[src/rtl/powlib_cntr.sv]
// Parameterised synchronous up/down counter used as FIFO pointer and occupancy primitive.
// Advances by a fixed step X or a signed per-cycle delta dx; supports clear and optional load.
module powlib_cntr #(
    parameter int             W    = 16,
    parameter logic [W-1:0]   X    = 1,
    parameter logic [W-1:0]   INIT = 0,
    parameter bit             ELD  = 1'b1,
    parameter bit             EDX  = 1'b0,
    parameter bit             EAR  = 1'b0
) (
    input  logic         clk,
    input  logic         rst,
    output logic [W-1:0] cntr,
    input  logic         adv,
    input  logic [W-1:0] dx,
    input  logic         clr,
    input  logic         ld,
    input  logic [W-1:0] nval
);

    logic [W-1:0] step;

    // EAR is accepted only so older instantiations still elaborate; reset is always synchronous.
    if (EAR) begin : g_ear_ignored
    end

    assign step = EDX ? dx : X;

    always_ff @(posedge clk) begin
        if (rst) begin
            cntr <= INIT;
        end else if (clr) begin
            cntr <= INIT;
        end else if (ELD && ld) begin
            cntr <= nval;
        end else if (adv) begin
            // Modulo-2^W add: dx of all-ones decrements, dx of zero holds.
            cntr <= cntr + step;
        end
    end

endmodule

[config.mk]
export PLATFORM = sky130hd
export DESIGN_NAME = powlib_cntr
export DESIGN_NICKNAME = d
export VERILOG_FILES = /design/src/rtl/powlib_cntr.sv
export SDC_FILE = /design/constraint.sdc
export NUM_CORES = 1
export LEC_CHECK = 0
export ABC_CLOCK_PERIOD_IN_PS = 1700
export CORE_MARGIN = 8
export CORE_UTILIZATION = 45
export DETAILED_ROUTE_END_ITERATION = 6
export DONT_BUFFER_PORTS = 1
export PLACE_DENSITY = 0.63
export SYNTH_ARGS = -nofsm -noshare
export SYNTH_HDL_FRONTEND = slang
export SYNTH_SLANG_ARGS = --single-unit
export TNS_END_PERCENT = 100
[constraint.sdc]
create_clock -name clk -period 1.7 [get_ports clk]
set_input_delay 0.425 -clock clk [delete_from_list [all_inputs] [get_ports clk]]
set_output_delay 0.425 -clock clk [all_outputs]
set_load 0.1 [all_outputs]
### After elaboration in Yosys (flattened, before gate mapping)

Index checks and enable logic that the tools add are counted.

| storage, ports and cells | value |
|---|---|
| output and inout bits | 16 |
| flip-flop bits (word level) | 16 |
| logic and storage cells | 6 |
| bits in latches | 0 |
| memory bits (writable) | 0 |
| memories | 0 |
| input port bits | 37 |
| ROM bits | 0 |

| operators by class | value |
|---|---|
| order comparisons | 0 |
| div/mod/pow operators | 0 |
| add/subtract/negate cells | 1 |
| reduce and logical (&&, ||, !) cells | 2 |
| muxes and demuxes | 2 |
| equal/unequal tests | 0 |
| $mul | 0 |
| shifts and indexed selects | 0 |
| bitwise gates (word level) | 0 |

Operators by type and width:

| operator | number |
|---|---|
| 16-bit 2-to-1 mux | 2 |
| 16-bit by 1-bit adder with 16-bit output (second input constant) | 1 |
| 2-bit nonzero test | 1 |
| 2-bit OR reduction | 1 |

### Longest topological paths before layout

| logic depth | value |
|---|---|
| depth after elaboration | 3 |
| mapped depth | 5 |

### Worst setup path before layout

OpenSTA, ideal clock, no wires.

| timing path | value |
|---|---|
| kind | register -> register |
| start point | register cntr[0] |
| end point | register cntr[14] |
| path buffers | 0 |
| cell stages (with the launch flop) | 6 |
| data required time | 1.567 ns |
| library setup time | 0.133 ns |
| slack | -0.505 ns |
| period minus slack after synthesis | 2.205 ns |
| data arrival time | 2.073 ns |
| cell sequence | dfxtp_1 -> ha_1 -> nand4_4 -> nor4_4 -> xnor2_1 -> a21oi_1 |

| on the way | value |
|---|---|
| word-level cells in the longest chain between the ends | 3 |

RTL lines:

| item | RTL line | RTL |
|---|---|---|
| start: declaration | 13 | `output logic [W-1:0] cntr,` |
| start signal: assignment | 35 | `cntr <= nval;` |
| start signal: assignment | 38 | `cntr <= cntr + step;` |
| 16-bit by 1-bit adder with 16-bit output | 38 |  |
| 16-bit 2-to-1 mux | 36 | `end else if (adv) begin` |
| 16-bit 2-to-1 mux | 34 | `end else if (ELD && ld) begin` |

Every way passes these cells. The select of a mux whose other input is x is not followed.
A chain may end at the register's enable or synchronous reset.

### Worst setup path in the final report

| timing path | value |
|---|---|
| start point | register cntr[2] |
| end point | output cntr[2] |

No word-level cell between the ends.

==> flow_metrics.tcl <==
set metrics [dict create \
    hold_violations 0 \
    tightestPinTransition_ns 0.306 \
    critical_path_class "reg -> out" \
    fin_tns_setup_ns 0 \
    ys_warn_count 0 \
    mappedNetlistArea_sq_um 877 \
    io_pins 53 \
    grt_most_used_layer "met2" \
    maxClockFrequency_mhz 695 \
    synthArstFlopShare_pct 0 \
    postSynth.topFlopCell "sky130_fd_sc_hd__dfxtp_1" \
    drt_initial_violations 10 \
    final_cell_mix "19 x sky130_fd_sc_hd__buf_4, 14 x sky130_fd_sc_hd__a21oi_1, 13 x sky130_fd_sc_hd__xnor2_1, 12 x sky130_fd_sc_hd__o21ai_0, 12 x sky130_fd_sc_hd__dfxtp_2" \
    power.density_nw_per_um2 749 \
    dp.final_hpwl_mm 1.65 \
    placed_cell_count 143 \
    first_pass_iters 4 \
    hold_path_depth 2 \
    multiInputGateArea_sq_um 534 \
    slowest_stage "sky130_fd_sc_hd__dfxtp_2" \
    first_global_vias 805 \
    worst_setup_path_end_kind "output pin" \
    core_sq_um 1900 \
    seq_area_sq_um 343 \
    final_critical_path_setup_slack_ns 0.261 \
    ir_drop_uv 411 \
    syn-num-nets 138 \
    ys_top_cells_by_area "sky130_fd_sc_hd__dfxtp_1 37%, sky130_fd_sc_hd__xnor2_1 13%, sky130_fd_sc_hd__a21oi_1 8.0%" \
    grt-ovfl-total 0 \
    ys_seq_elements 16 \
    slew-limit-headroom_pct 79.6 \
    met3_usage_pct 4.73 \
    postRouteWirelength_mm 2.07 \
    met1_usage_pct 13.0 \
    cts_made_buffers 3 \
    ctsHtreeMaxLevel 1 \
    routed_via_density 5.29 \
    start_util_pct 46.1 \
    destination_of_the_worst_hold_path "cntr[1]" \
    timing.hold.worst.class "in -> reg" \
    largest_register_ff_count 16 \
    antenna_cells_inserted 0 \
    drive_above_1_share_pct 37.5 \
    hold_path_startpoint "ld" \
    cp_slowest_stage_delay_ns 0.41 \
    cp_data_arrival_time_ns 1.01 \
    post_layout_nonfiller_instances 147 \
    place.gp.congestion 0.772 \
    timing.final.crit_share_pct 84.7 \
    post_cts_resized 0 \
    clock_sinks 16 \
    design.die.area_sq_um 3620 \
    first_pass_grt_wire_length_mm 3.41 \
    largest_net_degree_at_the_start_of_global_routing 17 \
    globalRouteMet2Util_pct 20.7 \
    layout_commonest_cell "sky130_fd_sc_hd__buf_4" \
    rows 16 \
    die_h_microns 60.2 \
    route.vias.total 777 \
    average_instance_area_after_synthesis_sq_um 8.77 \
    max_cap_viol_count 0 \
    final.hold.worst_slack_ns 0.287 \
    total_leakage_power_nw 0.412 \
    buffer_ports.inserted 0 \
    fin_crit_ns 1.44 \
    clk_pin_slew_worst_paths_ns 0.09 \
    slew_viol_final 0 \
    run_status "finished, final reports clean" \
    crit_path_max_fo 5 \
    reg2reg_from "cntr[0]" \
    root_buffer_cell "sky130_fd_sc_hd__clkbuf_4" \
    insertion_delay_ns 0.28 \
    cts.hold.buffers_added 0 \
    final_cell_area_sq_um 1090 \
    synth_cell_types 22 \
    route.detailed.wl_per_inst_microns 14.1 \
    dieWidth_microns 60.2 \
    antenna_left 0 \
    final_nets 159 \
    layout-area-overhead-vs-synth_pct 24.4 \
    finalPower_uw 817 \
    worst_clock_skew_ns 0.000673 \
    clock_path_buffers 2 \
    r2r.worst_path.cells 5 \
    largest_register "cntr" \
    final.fill_count 197 \
    rsz0062_at_grt "false" \
    worst_setup_path_startpoint "cntr[2]" \
    worstReg2RegEnd "cntr[14]" \
    tritoncts "built" \
    critPathBufInv 1 \
    drc 0 \
    startpoint_type "register" \
    number_of_instances_in_the_synthesized_netlist 100 \
    grt_antenna_before_repair 0 \
    placedInstanceArea_sq_um 1060 \
    worstPathCellList "buf_4" \
    finalSetupViolCount 0 \
    post_cts_buffers 0 \
    yosysTopAreaCellShare_pct 36.5 \
    final_util_pct 57.4 \
    synth_seq_area_share_pct 36.5 \
    crit_family "flip-flops" \
    r2r_setup_slack_ns 0.29 \
    post-synth-top-area-cell "sky130_fd_sc_hd__dfxtp_1" \
    synth-edff-count 0 \
    gr-usage-all-layers_pct 12.2 \
    place_ws_ns 0.284 \
    biggestRegsByFlops "cntr: 16 flops" \
    cp_data_required_time_ns 1.27 \
]
[how the worst max path moves through the flow]
stage | endpoint | slack, ns | cells past startpoint
detailed placement | cntr[14] | 0.28 | 5
global placement | cntr[12] | 0.30 | 5
floorplan | cntr[15] | 0.008 | 4
finish | cntr[2] | 0.26 | 1
CTS | cntr[2] | 0.25 | 1
global route | cntr[12] | 0.20 | 5
[report_power, final]
part	leakage (nW)	internal, mW	switching [mW]
combinational	0.260	0.0474	0.152
clock	0.0150	0.0910	0.116
sequential	0.137	0.391	0.0193
[cells in the mapped netlist, drive strengths merged (2+ instances only)]
| master | instances |
|---|---|
| a21oi | 14 |
| nor4 | 4 |
| dfxtp | 16 |
| xnor2 | 13 |
| o21ai | 12 |
| nand2 | 5 |
| nor2 | 9 |
| inv | 2 |
| nand4 | 6 |
| xor2 | 2 |
| mux2i | 3 |
| nor3 | 4 |
| clkbuf | 2 |
| nand3 | 3 |
[logic make-up after synthesis]
logic type                 after synthesis  share of synthesized area, %
DFF                                     16                          36.5
and+or+nand+nor                         33                          26.2
muxes                                    3                          3.42
AOI/OAI and AO/OA                       26                          14.8
xor gates and xnor gates                15                          15.0
buffers and inverters                    6                          2.57
adders and majority gates                1                          1.43
[per-layer routing]
| layer | part of all wire [%] | up-vias |
|---|---|---|
| met3 | 9.1 | 2 |
| met2 | 50 | 21 |
| met1 | 41 | 359 |
| li1 | - | 395 |
| met4 | 0.48 | 0 |
| met5 | 0 | - |
[layout make-up]
type | count | share of cell area [%]
clock buffers | 4 | 2.41
flip-flops and latches | 16 | 31.4
repair buffers | 19 | 13.1
well taps | 27 | 3.10
inverters | 3 | 1.03
multi-input cells | 78 | 49.0
Note: power is estimated with default switching activity, not from simulation.
